File: config.mk
export PLATFORM = sky130hd
export DESIGN_NAME = bank_cmd_arbiter
export DESIGN_NICKNAME = d
export VERILOG_FILES = /design/src/rtl/bank_cmd_arbiter.sv
export SDC_FILE = /design/constraint.sdc
export NUM_CORES = 1
export LEC_CHECK = 0
export ABC_CLOCK_PERIOD_IN_PS = 6400
export CAP_MARGIN = 20
export CELL_PAD_IN_SITES_DETAIL_PLACEMENT = 1
export CELL_PAD_IN_SITES_GLOBAL_PLACEMENT = 1
export CORE_ASPECT_RATIO = 0.8
export CORE_MARGIN = 2
export CORE_UTILIZATION = 33
export CTS_BUF_LIST = sky130_fd_sc_hd__clkbuf_16
export CTS_CLUSTER_DIAMETER = 150
export CTS_CLUSTER_SIZE = 20
export DETAILED_ROUTE_END_ITERATION = 6
export GPL_TIMING_DRIVEN = 1
export HOLD_SLACK_MARGIN = 0.02
export PLACE_DENSITY_LB_ADDON = 0.12
export SETUP_SLACK_MARGIN = 0.2
export SLEW_MARGIN = 25
export SYNTH_ARGS = -nofsm -noshare
export SYNTH_HDL_FRONTEND = slang
export SYNTH_SLANG_ARGS = --single-unit
File: constraint.sdc
create_clock -name sys_clk -period 6.4 [get_ports sys_clk]
set_input_delay 0.96 -clock sys_clk [delete_from_list [all_inputs] [get_ports sys_clk]]
set_output_delay 0.96 -clock sys_clk [all_outputs]
set_load 0.01 [all_outputs]
File: src/rtl/bank_cmd_arbiter.sv
// Round-robin arbiter between the bank-machine command streams and the PHY.
// Applies inter-bank tCCD/tRRD/tWTR/tRTW spacing and registers one command per cycle.
module bank_cmd_arbiter #(
    parameter int  NBANKS    = 8,
    parameter int  ABITS     = 17,
    parameter int  MAX_BURST = 4,
    localparam int BW        = (NBANKS > 1) ? $clog2(NBANKS) : 1,
    localparam int BCW       = $clog2(MAX_BURST + 1)
) (
    input  logic                    sys_clk,
    input  logic                    sys_rst,
    input  logic                    mux_en,
    input  logic [NBANKS-1:0]       cmd_valid,
    output logic [NBANKS-1:0]       cmd_ready,
    output logic                    cmd_first,
    output logic                    cmd_last,
    input  logic [NBANKS*ABITS-1:0] cmd_payload_a,
    input  logic [NBANKS-1:0]       cmd_payload_cas,
    input  logic [NBANKS-1:0]       cmd_payload_ras,
    input  logic [NBANKS-1:0]       cmd_payload_we,
    input  logic [NBANKS-1:0]       cmd_payload_is_cmd,
    input  logic [NBANKS-1:0]       cmd_payload_is_read,
    input  logic [NBANKS-1:0]       cmd_payload_is_write,
    input  logic [7:0]              cfg_tccd,
    input  logic [7:0]              cfg_trrd,
    input  logic [7:0]              cfg_twtr,
    input  logic [7:0]              cfg_trtw,
    output logic                    phy_cmd_valid,
    output logic                    phy_ras,
    output logic                    phy_cas,
    output logic                    phy_we,
    output logic [ABITS-1:0]        phy_a,
    output logic [BW-1:0]           phy_ba,
    output logic                    phy_rddata_en,
    output logic                    phy_wrdata_en
);

    localparam int T_CCD = 0;
    localparam int T_RRD = 1;
    localparam int T_WTR = 2;
    localparam int T_RTW = 3;

    typedef enum logic {TenureIdle, TenureOwned} tenure_e;

    logic [NBANKS-1:0] isRd, isWr, isAct, eligible;
    logic [ABITS-1:0]  bankAddr [NBANKS];

    logic [3:0][7:0]   timerCfg;
    logic [3:0]        timerOk_q, timerTrig;
    logic [7:0]        timerCnt_q [4];

    tenure_e           tenure_q, tenure_d;
    logic [BW-1:0]     rrPtr_q, rrPtr_d, owner_q, owner_d, sel;
    logic [BCW-1:0]    burst_q, burst_d, burstNext;
    logic              keepOwner, grant, selData, lastCmd;

    // A configured spacing of 0 behaves like 1, i.e. no extra wait.
    function automatic logic [7:0] spacingLoad(input logic [7:0] cfg);
        return (cfg == 8'd0) ? 8'd0 : cfg - 8'd1;
    endfunction

    assign timerCfg = {cfg_trtw, cfg_twtr, cfg_trrd, cfg_tccd};

    always_comb begin
        isRd     = '0;
        isWr     = '0;
        isAct    = '0;
        eligible = '0;
        for (int i = 0; i < NBANKS; i++) begin
            bankAddr[i] = cmd_payload_a[i*ABITS +: ABITS];
            isRd[i]     = cmd_payload_is_read[i];
            isWr[i]     = cmd_payload_is_write[i] & ~cmd_payload_is_read[i];
            isAct[i]    = ~cmd_payload_is_read[i] & ~cmd_payload_is_write[i]
                        & cmd_payload_is_cmd[i] & cmd_payload_ras[i]
                        & ~cmd_payload_cas[i] & ~cmd_payload_we[i];
            if (cmd_valid[i] && mux_en) begin
                if (isRd[i]) begin
                    eligible[i] = timerOk_q[T_CCD] & timerOk_q[T_WTR];
                end else if (isWr[i]) begin
                    eligible[i] = timerOk_q[T_CCD] & timerOk_q[T_RTW];
                end else if (isAct[i]) begin
                    eligible[i] = timerOk_q[T_RRD];
                end else begin
                    eligible[i] = 1'b1;
                end
            end
        end
    end

    // The scan runs backwards so the bank nearest after the pointer wins.
    always_comb begin
        keepOwner = (tenure_q == TenureOwned) & eligible[owner_q] & (burst_q < BCW'(MAX_BURST));
        grant     = keepOwner;
        sel       = owner_q;
        if (!keepOwner) begin
            for (int i = NBANKS; i >= 1; i--) begin
                if (eligible[BW'((int'(rrPtr_q) + i) % NBANKS)]) begin
                    grant = 1'b1;
                    sel   = BW'((int'(rrPtr_q) + i) % NBANKS);
                end
            end
        end
        burstNext = keepOwner ? burst_q + BCW'(1) : BCW'(1);
        selData   = isRd[sel] | isWr[sel];
        lastCmd   = grant & ((burstNext == BCW'(MAX_BURST)) | ~selData);
        cmd_ready = '0;
        cmd_ready[sel] = grant;
        cmd_first = grant & ~keepOwner;
        cmd_last  = lastCmd;
        timerTrig = {grant & isRd[sel], grant & isWr[sel], grant & isAct[sel], grant & selData};
    end

    always_comb begin
        tenure_d = tenure_q;
        owner_d  = owner_q;
        burst_d  = burst_q;
        rrPtr_d  = rrPtr_q;
        if ((tenure_q == TenureOwned) && !keepOwner) begin
            tenure_d = TenureIdle;
            rrPtr_d  = owner_q;
        end
        if (grant) begin
            burst_d = burstNext;
            if (lastCmd) begin
                tenure_d = TenureIdle;
                rrPtr_d  = sel;
            end else begin
                tenure_d = TenureOwned;
                owner_d  = sel;
            end
        end
    end

    always_ff @(posedge sys_clk) begin
        if (sys_rst) begin
            tenure_q <= TenureIdle;
            owner_q  <= '0;
            burst_q  <= '0;
            rrPtr_q  <= '0;
        end else begin
            tenure_q <= tenure_d;
            owner_q  <= owner_d;
            burst_q  <= burst_d;
            rrPtr_q  <= rrPtr_d;
        end
    end

    // Each timer reopens its gate max(cfg,1) cycles after its triggering command.
    always_ff @(posedge sys_clk) begin
        if (sys_rst) begin
            timerOk_q <= '1;
            for (int t = 0; t < 4; t++) begin
                timerCnt_q[t] <= '0;
            end
        end else begin
            for (int t = 0; t < 4; t++) begin
                if (timerTrig[t]) begin
                    timerCnt_q[t] <= spacingLoad(timerCfg[t]);
                    timerOk_q[t]  <= (spacingLoad(timerCfg[t]) == 8'd0);
                end else if (!timerOk_q[t]) begin
                    timerCnt_q[t] <= timerCnt_q[t] - 8'd1;
                    if (timerCnt_q[t] == 8'd1) begin
                        timerOk_q[t] <= 1'b1;
                    end
                end
            end
        end
    end

    always_ff @(posedge sys_clk) begin
        if (sys_rst || !grant) begin
            phy_cmd_valid <= 1'b0;
            phy_ras       <= 1'b0;
            phy_cas       <= 1'b0;
            phy_we        <= 1'b0;
            phy_a         <= '0;
            phy_ba        <= '0;
            phy_rddata_en <= 1'b0;
            phy_wrdata_en <= 1'b0;
        end else begin
            phy_cmd_valid <= 1'b1;
            phy_ras       <= cmd_payload_ras[sel];
            phy_cas       <= cmd_payload_cas[sel];
            phy_we        <= cmd_payload_we[sel];
            phy_a         <= bankAddr[sel];
            phy_ba        <= sel;
            phy_rddata_en <= isRd[sel];
            phy_wrdata_en <= isWr[sel];
        end
    end

endmodule
==> results of run 1 <==
-- synthesized netlist by cell type (all sizes together) (5+ instances only) --
cell    instances
a221oi         14
a31oi           7
mux2           10
buf            25
a21oi          49
or4             7
o22ai          18
ha             16
nor2           82
mux4            7
and2           12
o211ai          6
nor3b           5
nor3           32
nand4           5
xor2           15
nand3          64
o32ai          14
or3             8
a22oi           6
inv            29
or2             8
nand3b          6
edfxtp         32
clkbuf         28
o21ai          29
mux2i          90
dfxtp          40
nand2         142
nor4           10
o31ai           6
a211oi         20
xnor2          26
nor2b          11
nor4b          10
-- flip-flops by register name (all words and copies together), names as in the netlist --
| signal | count |
|---|---|
| phy_cmd_valid | 1 |
| timerCnt_q | 32 |
| owner_q | 3 |
| phy_we | 1 |
| burst_q | 3 |
| phy_ba | 3 |
| rrPtr_q | 3 |
| phy_ras | 1 |
| tenure_q | 1 |
| phy_a | 17 |
| timerOk_q | 4 |
| phy_cas | 1 |
| phy_wrdata_en | 1 |
| phy_rddata_en | 1 |
-- cells by family (layout without fill, tap and decap cells) --
family                   count (synthesis)  in the layout  synth area share, %
AO/OA/AOI/OAI                          213            213                 20.4
multiplexers                           107            107                 15.7
adder cells (fa/ha/maj)                 16             16                 2.68
AND/OR/NAND/NOR                        423            423                 28.2
XOR/XNOR                                41             41                 4.82
buffers and inverters                   85            441                 4.58
flip-flops                              72             72                 23.6
other                                    0              4                    0
-- power by group --
part,internal [uW],switching (uW)
logic,2740,3460
registers,760,162
clock network,307,234
total,3810,3860
-- final cells by class --
cell class,count,share of cell area [%]
repair buffers,393,31.2
well taps,306,3.28
clock buffers,9,1.93
flip-flops and latches,72,15.1
multi-input cells,800,46.7
inverters,32,1.03
clock inverters,7,0.675
diodes,4,0.0857
-- routing by layer --
| layer | GRT usage, % | vias up | wire, um |
|---|---|---|---|
| li1 | - | 4280 | - |
| met1 | 38.1 | 4359 | 15600 |
| met2 | 48.2 | 309 | 16700 |
| met3 | 6.04 | 42 | 2600 |
| met4 | 6.72 | 2 | 655 |
| met5 | 0 | - | 13 |
-- what timing repair did --
action                                  CTS  global route
pin swaps                                 3             3
cloned                                    0             1
endpoints found under the setup margin    8             6
setup buffers                             4             2
gates resized for setup                  15            15
hold buffers                              0             0
-- tightest hold or removal path: stages (launching register included) --
cell	delay, ps
dfxtp_1	340
nand2_1	70
a21oi_1	60
-- final timing paths --
check,endpoint,startpoint,cells after the start
max,cmd_last,cmd_payload_ras[5],17
min reg2reg,burst_q[2],burst_q[2],2
max reg2reg,timerCnt_q[1][1],timerOk_q[0],14
min,burst_q[2],burst_q[2],2
-- per-stage QoR --
stage,instance area [um^2],cells,util (%),total power (uW)
after floorplan,7460,957,-,4630
after global placement,11200,1596,50.2,6690
after detailed placement,11200,1596,50.2,6800
after CTS,11600,1616,51.9,7490
after global routing,11700,1620,52.3,8210
final,11700,1623,52.3,7670
==> impl_metrics.ini, run 1 <==
[status]
status = finished, final reports clean

[global_routing]
grt_pass1_wl_um = 53000
grt_max_degree = 63
grt-ovfl-total = 0
grt_pass1_vias = 9260
antenna_found_initial = 4
grtUsageTotal_pct = 28.9

[finish]
seqCellArea_um2 = 1760
multi_input_area_um2 = 5450
finalNetCount = 1551
syn_to_final_growth_pct = 56.6
layout_common_cells = clkdlybuf4s50_1, nand2_1, buf_4, mux2i_1, nor2_1
drive_gt1_share_pct = 15.5
final_common_cell = clkdlybuf4s50_1
n_fill_cell = 2710

[floorplanning]
die_w_um = 172
pin_count = 263
rows = 49
dieArea_um2 = 23800
core_area_um2 = 22300
start_util_pct = 33.4
fp.dieH_um = 138

[timing]
timing.hold.ws_ps = 507
rsz0062_at_grt = yes
worst_slew_pin_slew_ps = 1050
fin_skew_ps = 9.40
period_minus_slack_ps = 6140
fin_ws_ps = 261
setup-violations-final = 0
max_slew_margin_pct = 29.7
tns_ps = 0
slew_violations = 0
fin_crit_sh_pct = 95.9
hold_viol = 0
fmax_mhz = 163

[synthesis]
synth_cell_types = 82
synth_area_um2 = 7460
synth_nets = 1200
async_flop_share_pct = 0
synth.avg_cell_area_um2 = 7.79
synth_edf_count = 32
ys_seq_elements = 72
synthFlopType = dfxtp_1
synth.area.top_cells = edfxtp_1, mux2i_1, dfxtp_1
ys_warn_count = 0
ys_seq_area_share_pct = 23.6
synth_top_area_share_pct = 12.9
netlist_instances = 957
synth_area_leader_cell = edfxtp_1

[min_path]
hp-class = flop to flop

[clock_network]
cts.sinks = 72
clock_latency_ps = 350
htree_levels = 3
cts_max_path_buffers = 2
clockRootBuffer = clkbuf_16
cts.clk_slew.worst_paths_ps = 60
numCtsBuffers = 9
cts_tree = built

[place]
place_ws_ps = -318
io_buffers = 262
place_congestion = 0.919
dpl.hpwl_um = 28000

[worst_setup_path]
endpoint_kind = primary output
crit_buf_inv = 5
max_stage_delay_ps = 530
required_ps = 5440
crit_fanout = 4
critPathArrivalTime_ps = 5180
slowest_stage = or4_4
cp_top_family = simple AND/OR/NAND/NOR gates
reg2reg_slack_ps = 930
start_kind = primary input
crit_chain = clkdlybuf4s50_1 -> nand4bb_1 -> or4_4 -> and3_4 -> or2_0 -> mux4_2 -> or4_4 -> or3b_4 -> a31oi_4 -> buf_6 -> buf_6 -> and2_1 -> a2bb2o_2 -> o22a_1 -> o21ai_2 -> inv_1 -> clkbuf_2
critPathKind = primary input to primary output

[routing]
via_per_inst = 5.54
drc_errors = 0
via_count = 8992
wl_um = 35600
antenna_left = 0
dr.pass1.iters = 7
wl_per_cell_um = 21.9
drtIter0Drc = 613

[power]
leakagePower_uw = 0.00474
peakVddDrop_mv = 0.442
pwr_density_cell_nw_per_um2 = 657

[flow_run]
drv_cap = 0
Note: power is estimated with default switching activity, not from simulation.
==> run 2, diff against run 1 <==
ABC_CLOCK_PERIOD_IN_PS = 6300   (was 6400)
clock period = 6.3 ns   (was 6.4 ns; I/O delays follow)
==> run 2 against run 1 <==
Sequential share of layout area decreased by 0.40 points. Critical path depth increased by 1. Sequential power increased by 1%. Critical path type unchanged. Critical endpoint unchanged. Largest power group unchanged.
==> impl_metrics.ini, run 2 (synthesis gave the netlist of run 1 again) <==
[status]
status = finished, final reports clean

[timing]
hold_viol = 0
period_minus_slack_ps = 6090
slew_violations = 0
fin_crit_sh_pct = 96.7
fmax_mhz = 164
fin_skew_ps = 9.28
worst_slew_pin_slew_ps = 1060
setup-violations-final = 0
max_slew_margin_pct = 29.2
timing.hold.ws_ps = 513
rsz0062_at_grt = yes

[routing]
drc_errors = 0
via_per_inst = 5.57
via_count = 9229
wl_um = 35600
dr.pass1.iters = 5
drtIter0Drc = 532
antenna_left = 0
wl_per_cell_um = 21.5

[finish]
drive_gt1_share_pct = 18.5
regMostFlops = timerCnt_q
layout_common_cells = clkdlybuf4s50_1, buf_4, nand2_1, mux2i_1, nor2_1
seqCellArea_um2 = 1760
n_fill_cell = 2719
syn_to_final_growth_pct = 60.9
finalNetCount = 1588
utilization_pct = 53.8
largest_reg_flops = 32
multi_input_area_um2 = 5540
final_common_cell = clkdlybuf4s50_1
biggestRegsByFlops = timerCnt_q: 32 flops, phy_a: 17 flops, timerOk_q: 4 flops

[worst_setup_path]
crit_fanout = 4
critPathArrivalTime_ps = 5150
critPathMostFrequentCell = buf_4
start_kind = primary input
crit_end = cmd_last
reg2reg_to = phy_a[11]
critPathKind = primary input to primary output
worstSetupPathDepth = 18
required_ps = 5350
slowest_stage = or4_4
reg2reg_slack_ps = 970
startpoint = cmd_payload_is_read[5]
crit_chain = dlygate4sd2_1 -> nand4bb_1 -> or4_4 -> and3_4 -> or2_4 -> mux4_2 -> buf_4 -> a211oi_1 -> a31oi_2 -> o31ai_4 -> buf_4 -> mux2i_1 -> a2bb2o_1 -> o22a_1 -> o21ai_1 -> buf_4 -> inv_1 -> buf_2
cp_top_family = simple AND/OR/NAND/NOR gates
reg2reg_depth = 18
max_stage_delay_ps = 550
endpoint_kind = primary output
rr_startpoint = rrPtr_q[1]
crit_buf_inv = 6

[global_routing]
antenna_found_initial = 3
grt_pass1_vias = 9401
grtUsageTotal_pct = 29.0
grt-ovfl-total = 0
grt_max_degree = 63
grt_pass1_wl_um = 53400

[flow_run]
drv_cap = 0

[floorplanning]
pin_count = 263
start_util_pct = 33.4
core_area_um2 = 22300
die_w_um = 172
rows = 49
fp.dieH_um = 138
dieArea_um2 = 23800

[clock_network]
clockRootBuffer = clkbuf_16
htree_levels = 3
cts.clk_slew.worst_paths_ps = 60
cts_max_path_buffers = 2
cts_hold_buf = 0
cts_tree = built
numCtsBuffers = 9
cts.sinks = 72
clock_latency_ps = 350

[place]
io_buffers = 262
dpl.hpwl_um = 28500
place_congestion = 0.962

[min_path]
hp-class = flop to flop
hold_depth = 2

[power]
leakagePower_uw = 0.00492
pwr_density_cell_nw_per_um2 = 643
peakVddDrop_mv = 0.632
[run 2: cell count changes in the layout (fill, tap and decap cells not counted), sizes merged]
| cell | previous run | this run |
|---|---|---|
| buf | 130 | 168 |
| clkbuf | 11 | 9 |
| clkdlybuf4s50 | 253 | 251 |
| clkinv | 5 | 7 |
| diode | 4 | 2 |
| dlymetal6s2s | 4 | 6 |
| a31oi | 7 | 8 |
| bufinv | 1 | 0 |
| inv | 32 | 31 |
[run 2: worst min path at each step]
stage,slack (ps),end,from
after floorplan,440,burst_q[2],burst_q[2]
after global placement,500,burst_q[1],burst_q[1]
after detailed placement,510,burst_q[2],burst_q[2]
after CTS,520,burst_q[2],burst_q[2]
after global routing,540,burst_q[2],burst_q[2]
final,510,burst_q[2],burst_q[2]
[run 2: through the flow]
stage	setup slack (ps)	cells	TNS (ps)	power [uW]	area, um^2
after floorplan	556	957	0	4710	7460
after global placement	-296	1631	-566	6890	11500
after detailed placement	-368	1631	-792	6980	11500
after CTS	52.9	1649	0	7600	11800
after global routing	75.2	1657	0	8300	12000
final	209	1658	0	7720	12000
[run 2: layer usage]
| metal | GRT usage (%) | up-vias | routed length, um |
|---|---|---|---|
| li1 | - | 4365 | - |
| met1 | 38.7 | 4468 | 15500 |
| met2 | 48.2 | 342 | 16600 |
| met3 | 5.87 | 50 | 2860 |
| met4 | 6.28 | 4 | 677 |
| met5 | 0 | - | 19 |
[run 2: report_power, final]
part | switching, uW | total (uW) | leakage, uW | internal, uW
combinational | 3490 | 6290 | 0.00411 | 2800
clock | 224 | 494 | 0.000134 | 270
sequential | 159 | 932 | 0.000674 | 773
total | 3870 | 7720 | 0.00492 | 3850
[run 2: area by class of cell]
class	instances	area share (%)
diodes	2	0.0417
clock buffers	9	1.88
clock inverters	7	0.459
inverters	32	1.00
multi-input cells	801	46.2
flip-flops and latches	72	14.7
well taps	306	3.19
repair buffers	429	32.6
[run 2: timing repair]
item                       4_1_cts  5_1_grt
gates cloned                     1        0
setup endpoints to repair        9        8
buffers inserted                 1        7
pin swaps                        3        9
resized for setup               17       31
[run 2: worst register-to-register path, delay by kind of cell (launching register included)]
| kind | cells | cell delay (ps) |
|---|---|---|
| mux | 1 | 580 |
| simple gates | 3 | 270 |
| buf+inv | 6 | 1880 |
| flops | 1 | 530 |
| fa+ha+maj | 1 | 370 |
| compound gates | 7 | 1580 |
